==> config.mk <==
export PLATFORM = sky130hd
export DESIGN_NAME = decode_stage
export DESIGN_NICKNAME = d
export VERILOG_FILES = /design/src/rtl/decode_pkg.sv /design/src/rtl/register_file.sv /design/src/rtl/decode_stage.sv
export SDC_FILE = /design/constraint.sdc
export NUM_CORES = 2
export LEC_CHECK = 0
export ABC_CLOCK_PERIOD_IN_PS = 2400
export BUFFER_PORTS_ARGS = -buffer_cell sky130_fd_sc_hd__buf_2
export CORE_UTILIZATION = 60
export DETAILED_ROUTE_END_ITERATION = 7
export GPL_ROUTABILITY_DRIVEN = 0
export PLACE_DENSITY = 0.87
export SLEW_MARGIN = 40
export SYNTH_ARGS = -nofsm -noshare
export SYNTH_HDL_FRONTEND = slang
export SYNTH_SLANG_ARGS = --single-unit
==> constraint.sdc <==
create_clock -name clk -period 2.4 [get_ports clk]
set_clock_uncertainty 0.05 [all_clocks]
set_input_delay 0.24 -clock clk [delete_from_list [all_inputs] [get_ports clk]]
set_output_delay 0.24 -clock clk [all_outputs]
set_load 0.02 [all_outputs]
==> src/rtl/decode_pkg.sv <==
// decode_pkg: shared types and opcode constants for the RV32 decode stage.
package decode_pkg;

  typedef enum logic [3:0] {
    OP_LUI     = 4'd0,
    OP_AUIPC   = 4'd1,
    OP_JAL     = 4'd2,
    OP_JALR    = 4'd3,
    OP_BRANCH  = 4'd4,
    OP_LOAD    = 4'd5,
    OP_STORE   = 4'd6,
    OP_OPIMM   = 4'd7,
    OP_OP      = 4'd8,
    OP_FENCE   = 4'd9,
    OP_SYSTEM  = 4'd10,
    OP_ILLEGAL = 4'd11
  } op_class_t;

  typedef enum logic [2:0] {
    IMM_I    = 3'd0,
    IMM_S    = 3'd1,
    IMM_B    = 3'd2,
    IMM_U    = 3'd3,
    IMM_J    = 3'd4,
    IMM_NONE = 3'd5
  } imm_fmt_t;

  localparam logic [6:0] OPC_LUI    = 7'b0110111;
  localparam logic [6:0] OPC_AUIPC  = 7'b0010111;
  localparam logic [6:0] OPC_JAL    = 7'b1101111;
  localparam logic [6:0] OPC_JALR   = 7'b1100111;
  localparam logic [6:0] OPC_BRANCH = 7'b1100011;
  localparam logic [6:0] OPC_LOAD   = 7'b0000011;
  localparam logic [6:0] OPC_STORE  = 7'b0100011;
  localparam logic [6:0] OPC_OPIMM  = 7'b0010011;
  localparam logic [6:0] OPC_OP     = 7'b0110011;
  localparam logic [6:0] OPC_FENCE  = 7'b0001111;
  localparam logic [6:0] OPC_SYSTEM = 7'b1110011;

endpackage

==> src/rtl/register_file.sv <==
// register_file: NREG x XLEN architectural registers, two combinational read
// ports, one synchronous write port, x0 hardwired to zero. NREG is 16 or 32;
// with 16 entries, indices with bit 4 set read zero and are never written.
module register_file #(
  parameter int XLEN = 32,
  parameter int NREG = 32
) (
  input  logic            clk,
  input  logic            rst,
  input  logic [4:0]      i_rs1_idx,
  input  logic [4:0]      i_rs2_idx,
  output logic [XLEN-1:0] o_rs1_dat,
  output logic [XLEN-1:0] o_rs2_dat,
  input  logic            i_we,
  input  logic [4:0]      i_wr_idx,
  input  logic [XLEN-1:0] i_wr_dat
);

  localparam int RIDX_W = $clog2(NREG);

  logic [XLEN-1:0] r_mem [NREG];
  logic            w_rs1_ok;
  logic            w_rs2_ok;
  logic            w_wr_ok;

  assign w_rs1_ok = (i_rs1_idx != 5'd0) && ((NREG == 32) || !i_rs1_idx[4]);
  assign w_rs2_ok = (i_rs2_idx != 5'd0) && ((NREG == 32) || !i_rs2_idx[4]);
  assign w_wr_ok  = (i_wr_idx  != 5'd0) && ((NREG == 32) || !i_wr_idx[4]);

  assign o_rs1_dat = w_rs1_ok ? r_mem[i_rs1_idx[RIDX_W-1:0]] : '0;
  assign o_rs2_dat = w_rs2_ok ? r_mem[i_rs2_idx[RIDX_W-1:0]] : '0;

  // Clear all entries on reset, otherwise perform the single registered write
  always_ff @(posedge clk) begin
    if (rst) begin
      for (int i = 0; i < NREG; i++) r_mem[i] <= '0;
    end else if (i_we && w_wr_ok) begin
      r_mem[i_wr_idx[RIDX_W-1:0]] <= i_wr_dat;
    end
  end

endmodule

==> src/rtl/decode_stage.sv <==
// decode_stage: RV32I/RV32E decode between fetch and execute with one
// registered cycle of latency, valid/ready on both sides, flush, and
// writeback snooping while the output is stalled.
// Build macro DECODE_RF_BYPASS_EN: when defined, a writeback in the accept
// cycle is forwarded into the captured operands (write-through bypass).
module decode_stage
  import decode_pkg::*;
#(
  parameter int XLEN = 32,
  parameter int NREG = 32
) (
  input  logic            clk,
  input  logic            rst,
  input  logic            if_valid_i,
  output logic            if_ready_o,
  input  logic [31:0]     if_instr_i,
  input  logic [XLEN-1:0] if_pc_i,
  output logic            ex_valid_o,
  input  logic            ex_ready_i,
  output logic [XLEN-1:0] ex_pc_o,
  output logic [31:0]     ex_instr_o,
  output logic [4:0]      ex_rs1_idx_o,
  output logic [4:0]      ex_rs2_idx_o,
  output logic [4:0]      ex_rd_idx_o,
  output logic [XLEN-1:0] ex_rs1_dat_o,
  output logic [XLEN-1:0] ex_rs2_dat_o,
  output logic [XLEN-1:0] ex_imm_o,
  output logic [3:0]      ex_op_o,
  output logic [2:0]      ex_funct3_o,
  output logic            ex_illegal_o,
  input  logic            wb_we_i,
  input  logic [4:0]      wb_rd_i,
  input  logic [XLEN-1:0] wb_dat_i,
  input  logic            flush_i
);

  logic [XLEN-1:0]    w_rf_rs1;
  logic [XLEN-1:0]    w_rf_rs2;
  logic [XLEN-1:0]    w_rs1_dat;
  logic [XLEN-1:0]    w_rs2_dat;
  op_class_t          w_op_raw;
  op_class_t          w_op;
  imm_fmt_t           w_fmt;
  logic               w_use_rs1;
  logic               w_use_rs2;
  logic               w_use_rd;
  logic               w_rv32e_bad;
  logic               w_illegal;
  logic signed [31:0] w_imm32;
  logic [XLEN-1:0]    w_imm;
  logic               w_accept;
  logic               w_hold;
  logic               w_snoop1;
  logic               w_snoop2;

  logic               r_vld_p1;
  logic [XLEN-1:0]    r_pc_p1;
  logic [31:0]        r_instr_p1;
  logic [4:0]         r_rs1_idx_p1;
  logic [4:0]         r_rs2_idx_p1;
  logic [4:0]         r_rd_idx_p1;
  logic [XLEN-1:0]    r_rs1_dat_p1;
  logic [XLEN-1:0]    r_rs2_dat_p1;
  logic [XLEN-1:0]    r_imm_p1;
  logic [3:0]         r_op_p1;
  logic [2:0]         r_funct3_p1;
  logic               r_illegal_p1;

  register_file #(.XLEN(XLEN), .NREG(NREG)) u_rf (
    .clk       (clk),
    .rst       (rst),
    .i_rs1_idx (if_instr_i[19:15]),
    .i_rs2_idx (if_instr_i[24:20]),
    .o_rs1_dat (w_rf_rs1),
    .o_rs2_dat (w_rf_rs2),
    .i_we      (wb_we_i),
    .i_wr_idx  (wb_rd_i),
    .i_wr_dat  (wb_dat_i)
  );

`ifdef DECODE_RF_BYPASS_EN
  assign w_rs1_dat = (wb_we_i && (wb_rd_i != 5'd0) && (wb_rd_i == if_instr_i[19:15]))
                     ? wb_dat_i : w_rf_rs1;
  assign w_rs2_dat = (wb_we_i && (wb_rd_i != 5'd0) && (wb_rd_i == if_instr_i[24:20]))
                     ? wb_dat_i : w_rf_rs2;
`else
  assign w_rs1_dat = w_rf_rs1;
  assign w_rs2_dat = w_rf_rs2;
`endif

  // Classify the opcode and note which register fields it actually uses
  always_comb begin
    w_op_raw  = OP_ILLEGAL;
    w_fmt     = IMM_NONE;
    w_use_rs1 = 1'b0;
    w_use_rs2 = 1'b0;
    w_use_rd  = 1'b0;
    case (if_instr_i[6:0])
      OPC_LUI:    begin w_op_raw = OP_LUI;    w_fmt = IMM_U; w_use_rd = 1'b1; end
      OPC_AUIPC:  begin w_op_raw = OP_AUIPC;  w_fmt = IMM_U; w_use_rd = 1'b1; end
      OPC_JAL:    begin w_op_raw = OP_JAL;    w_fmt = IMM_J; w_use_rd = 1'b1; end
      OPC_JALR:   begin w_op_raw = OP_JALR;   w_fmt = IMM_I; w_use_rs1 = 1'b1; w_use_rd = 1'b1; end
      OPC_BRANCH: begin w_op_raw = OP_BRANCH; w_fmt = IMM_B; w_use_rs1 = 1'b1; w_use_rs2 = 1'b1; end
      OPC_LOAD:   begin w_op_raw = OP_LOAD;   w_fmt = IMM_I; w_use_rs1 = 1'b1; w_use_rd = 1'b1; end
      OPC_STORE:  begin w_op_raw = OP_STORE;  w_fmt = IMM_S; w_use_rs1 = 1'b1; w_use_rs2 = 1'b1; end
      OPC_OPIMM:  begin w_op_raw = OP_OPIMM;  w_fmt = IMM_I; w_use_rs1 = 1'b1; w_use_rd = 1'b1; end
      OPC_OP:     begin w_op_raw = OP_OP;     w_use_rs1 = 1'b1; w_use_rs2 = 1'b1; w_use_rd = 1'b1; end
      OPC_FENCE:  w_op_raw = OP_FENCE;
      OPC_SYSTEM: w_op_raw = OP_SYSTEM;
      default:    w_op_raw = OP_ILLEGAL;
    endcase
  end

  // RV32E has only x0..x15, so any used index with bit 4 set is illegal
  assign w_rv32e_bad = (NREG == 16) && ((w_use_rs1 && if_instr_i[19]) ||
                                        (w_use_rs2 && if_instr_i[24]) ||
                                        (w_use_rd  && if_instr_i[11]));
  assign w_illegal   = (if_instr_i[1:0] != 2'b11) || (w_op_raw == OP_ILLEGAL) || w_rv32e_bad;
  assign w_op        = w_illegal ? OP_ILLEGAL : w_op_raw;

  // Assemble the 32-bit immediate for the decoded format; illegal words give 0
  always_comb begin
    w_imm32 = '0;
    if (!w_illegal) begin
      case (w_fmt)
        IMM_I:   w_imm32 = {{20{if_instr_i[31]}}, if_instr_i[31:20]};
        IMM_S:   w_imm32 = {{20{if_instr_i[31]}}, if_instr_i[31:25], if_instr_i[11:7]};
        IMM_B:   w_imm32 = {{19{if_instr_i[31]}}, if_instr_i[31], if_instr_i[7],
                            if_instr_i[30:25], if_instr_i[11:8], 1'b0};
        IMM_U:   w_imm32 = {if_instr_i[31:12], 12'h000};
        IMM_J:   w_imm32 = {{11{if_instr_i[31]}}, if_instr_i[31], if_instr_i[19:12],
                            if_instr_i[20], if_instr_i[30:21], 1'b0};
        default: w_imm32 = '0;
      endcase
    end
  end

  assign w_imm = XLEN'(w_imm32);

  assign if_ready_o = !r_vld_p1 || ex_ready_i;
  assign w_accept   = if_valid_i && if_ready_o;
  assign w_hold     = r_vld_p1 && !ex_ready_i;
  assign w_snoop1   = wb_we_i && (wb_rd_i != 5'd0) && (wb_rd_i == r_rs1_idx_p1);
  assign w_snoop2   = wb_we_i && (wb_rd_i != 5'd0) && (wb_rd_i == r_rs2_idx_p1);

  // ---- stage boundary: decode -> execute (p1) ----
  // Capture on accept, hold with operand snooping while stalled; flush wins
  always_ff @(posedge clk) begin
    if (rst) begin
      r_vld_p1     <= 1'b0;
      r_pc_p1      <= '0;
      r_instr_p1   <= '0;
      r_rs1_idx_p1 <= '0;
      r_rs2_idx_p1 <= '0;
      r_rd_idx_p1  <= '0;
      r_rs1_dat_p1 <= '0;
      r_rs2_dat_p1 <= '0;
      r_imm_p1     <= '0;
      r_op_p1      <= '0;
      r_funct3_p1  <= '0;
      r_illegal_p1 <= 1'b0;
    end else if (flush_i) begin
      r_vld_p1 <= 1'b0;
    end else if (w_accept) begin
      r_vld_p1     <= 1'b1;
      r_pc_p1      <= if_pc_i;
      r_instr_p1   <= if_instr_i;
      r_rs1_idx_p1 <= if_instr_i[19:15];
      r_rs2_idx_p1 <= if_instr_i[24:20];
      r_rd_idx_p1  <= if_instr_i[11:7];
      r_rs1_dat_p1 <= w_rs1_dat;
      r_rs2_dat_p1 <= w_rs2_dat;
      r_imm_p1     <= w_imm;
      r_op_p1      <= w_op;
      r_funct3_p1  <= if_instr_i[14:12];
      r_illegal_p1 <= w_illegal;
    end else if (w_hold) begin
      if (w_snoop1) r_rs1_dat_p1 <= wb_dat_i;
      if (w_snoop2) r_rs2_dat_p1 <= wb_dat_i;
    end else begin
      r_vld_p1 <= 1'b0;
    end
  end

  assign ex_valid_o   = r_vld_p1;
  assign ex_pc_o      = r_pc_p1;
  assign ex_instr_o   = r_instr_p1;
  assign ex_rs1_idx_o = r_rs1_idx_p1;
  assign ex_rs2_idx_o = r_rs2_idx_p1;
  assign ex_rd_idx_o  = r_rd_idx_p1;
  assign ex_rs1_dat_o = r_rs1_dat_p1;
  assign ex_rs2_dat_o = r_rs2_dat_p1;
  assign ex_imm_o     = r_imm_p1;
  assign ex_op_o      = r_op_p1;
  assign ex_funct3_o  = r_funct3_p1;
  assign ex_illegal_o = r_illegal_p1;

endmodule

==> results.tsv <==
metric	value	unit
clk sinks	1190	
Synth Instances	4427	
via-per-instance ratio	7.301	
Slew Limit Fails	0	
row cnt	117	
CTS tree	built	
dpl ws	-0.4138	ns
Post-Route WL	211700	um
RSZ-0062 raised after global routing	false	
grt total ovfl	0	
Initial Util	60.48	%
# setup viols final	1	
Rel. slew slack	35.21	%
antenna viol nets, final	0	
status	finished with violations	
area grow syn2layout	16.78	%
commonest non-fill, non-tap cell in the layout	edfxtp_1	
DR vias	46190	
initial antenna violation count	15	
Post-Syn Area per Cell	13.88	sq um
Worst R2R Start	u_rf.r_mem[10][22]	
Max Cap Viol	0	
Synth Warn #	0	
total area of sequential cells	34070	sq um
Comb power frac	13.0	%
I/O pins	292	
routing usage on met3	15.74	%
crit path launch	u_rf.r_mem[10][22]	
post-DP HPWL	129300	um
vias in the first global route	46070	
gr usage total	40.46	%
Chip Height	322.0	um
ys async rst share	0	%
CP startpoint kind	flop	
clock power share	38.8	%
die area	103700	sq um
Crit. End Element	flop	
met2 GRT Util	60.12	%
Crit path largest cell delay	0.54	ns
core area	101600	sq um
largest net degree at the start of global routing	100	
final net count	4953	
Seq pwr share	48.2	%
Die Width	322.0	um
final worst slack	-0.004918	ns
GRT Max-Usage Layer	met2	
crit-path max FO	2	
WP data arrival	2.93	ns
flop and latch count out of synthesis	1190	
Sw Ratio	25.33	%
Internal	0.03770	W
Yosys cell types	61	
Reg clk slew, reported paths	0.07	ns
number of synthesized flops with an enable pin	1024	
Reg2Reg Depth	6	
Max VDD drop	0.6810	mV
Top FF cell, synth	edfxtp_1	
Slew @ Worst Pin	0.9592	ns
later-pin clock latency in the skew report	0.74	ns
port bufs	291	
f_max	0.4158	GHz
NetSw	0.01279	W
final hold vios	0	
R2R Setup Slk	-0.005	ns
final period utilization	100.2	%
Syn Std Cell Area	61440	sq um
first-pass iteration count of the detailed router	8	
# H-tree levels	3	
HP Class	primary input to flop	
# DRC	11	
worst path required time	2.92	ns
Worst Setup Path Type	flop to flop	
failing checks	DRC, setup timing	
layout cell share with drive strength beyond 1	29.06	%
most frequent cells in the layout	1024 x edfxtp_1, 993 x and2_1, 383 x mux4_2	
leakage	26.53	nW
worst path cell trace	mux4_2 -> a22o_1 -> a2111oi_1 -> buf_4 -> or3_1 -> a311oi_1	
root buffer cell	clkbuf_16	
Slowest-stage cell, CP	a2111oi_1	
clock buffer depth	3	
Min Clock Period, post-route	2.405	ns
area of the multi-input gates	25200	sq um
worst r2r dst	ex_rs2_dat_o[22]	
fill cell count	6090	
Power Density	703.6	nW/um^2
Num CTS Buffers	118	
register area share after synthesis	55.46	%
wire per inst	33.46	um
GR Util met1	48.21	%
initial DRC count	8507	
first-pass GRT wire length	303200	um
post-CTS setup buffers	0	
worst hold slack	0.04684	ns
CP Capture Point	ex_rs2_dat_o[22]	
-- power groups by stage --
stage          Sequential (W)  Clock, W  Combinational (W)
3_3_place_gp           0.0245         0            0.00596
6_report               0.0243    0.0196            0.00658
4_1_cts                0.0242    0.0195            0.00628
5_1_grt                0.0244    0.0203            0.00668
2_1_floorplan          0.0245         0            0.00354
3_5_place_dp           0.0246         0            0.00612
-- final cells by class --
cell class / count / share of cell area, %
Tap cell: 1368 / 2.385
Timing Repair Buffer: 768 / 9.238
Clock buffer: 165 / 4.893
Clock inverter: 60 / 0.8213
Antenna cell: 8 / 0.02790
Multi-Input combinational cell: 2762 / 35.12
Inverter: 6 / 0.03139
Sequential cell: 1190 / 47.49
-- routing by layer --
layer  vias up  part of all wire (%)
li1      17800                     -
met1     22180                    31
met2      4911                    44
met3      1280                    17
met4        22                   8.4
met5         -                  0.28
-- flip-flops by register name (all words and copies together), names as in the netlist --
register / flops
u_rf.r_mem: 1024
ex_pc_o: 32
ex_rs1_dat_o: 32
ex_illegal_o: 1
ex_op_o: 4
ex_valid_o: 1
ex_rs2_dat_o: 32
ex_instr_o: 32
ex_imm_o: 32
-- critical path: cells and delay by family, from the launching register on --
family	cells	cell delay (ns)
buf+inv	1	0.21
flops	1	0.45
compound gates	3	0.94
simple gates	1	0.11
mux	1	0.50
-- stage by stage --
stage | TNS [ns] | cell area (sq um) | total power [W] | std cells | util, %
2_1_floorplan | 0 | 61560 | 0.02804 | 4458 | -
6_report | -0.004918 | 71750 | 0.05049 | 6327 | 70.63
3_5_place_dp | -7.714 | 67020 | 0.03077 | 6037 | 65.96
4_1_cts | 0 | 71690 | 0.05000 | 6319 | 70.57
5_1_grt | 0 | 71740 | 0.05133 | 6320 | 70.61
3_3_place_gp | -5.742 | 67010 | 0.03046 | 6037 | 65.96
-- cells by family after synthesis --
kind of cell	synth area share, %
compound gates	8.522
xor+xnor	0.1425
buf+inv	4.087
flops	55.46
mux	18.30
other cells	0.006103
simple gates	13.49
-- worst min path at each step --
stage,startpoint,to,depth (start not counted)
floorplan,flush_i,ex_valid_o,1
global placement,ex_imm_o[14],ex_imm_o[14],2
detailed placement,ex_imm_o[14],ex_imm_o[14],2
CTS,if_instr_i[2],ex_op_o[2],5
global route,wb_dat_i[21],ex_rs2_dat_o[21],3
finish,wb_dat_i[21],ex_rs2_dat_o[21],3
-- synth_stat cells (16+ instances only) --
cell / number / area (sq um)
edfxtp_1: 1024 / 30750
and2_1: 997 / 6237
mux4_2: 383 / 8626
clkbuf_1: 343 / 1287
mux2i_1: 259 / 2592
nand2_1: 193 / 724.4
dfxtp_1: 166 / 3323
a21oi_1: 163 / 815.8
a22o_1: 130 / 1139
a211oi_1: 68 / 510.5
or3_1: 65 / 406.6
o22ai_1: 64 / 400.4
a2111oi_0: 63 / 551.8
o221ai_1: 63 / 551.8
buf_4: 58 / 435.4
buf_2: 52 / 260.3
a311oi_2: 49 / 735.7
nor2_1: 49 / 183.9
or2_2: 32 / 200.2
buf_6: 30 / 337.8
nand4_1: 26 / 162.7
a21o_1: 20 / 150.1
a311oi_1: 16 / 140.1
-- repair_timing --
action / 4_1_cts / 5_1_grt
gates cloned: 0 / 0
endpoints found under the hold margin: 99 / 0
resized for setup: 4 / 6
hold buffers: 57 / 0
pin swaps: 0 / 0
endpoints found under the setup margin: 5 / 5
No activity file was read; power rests on OpenSTA's default activity.
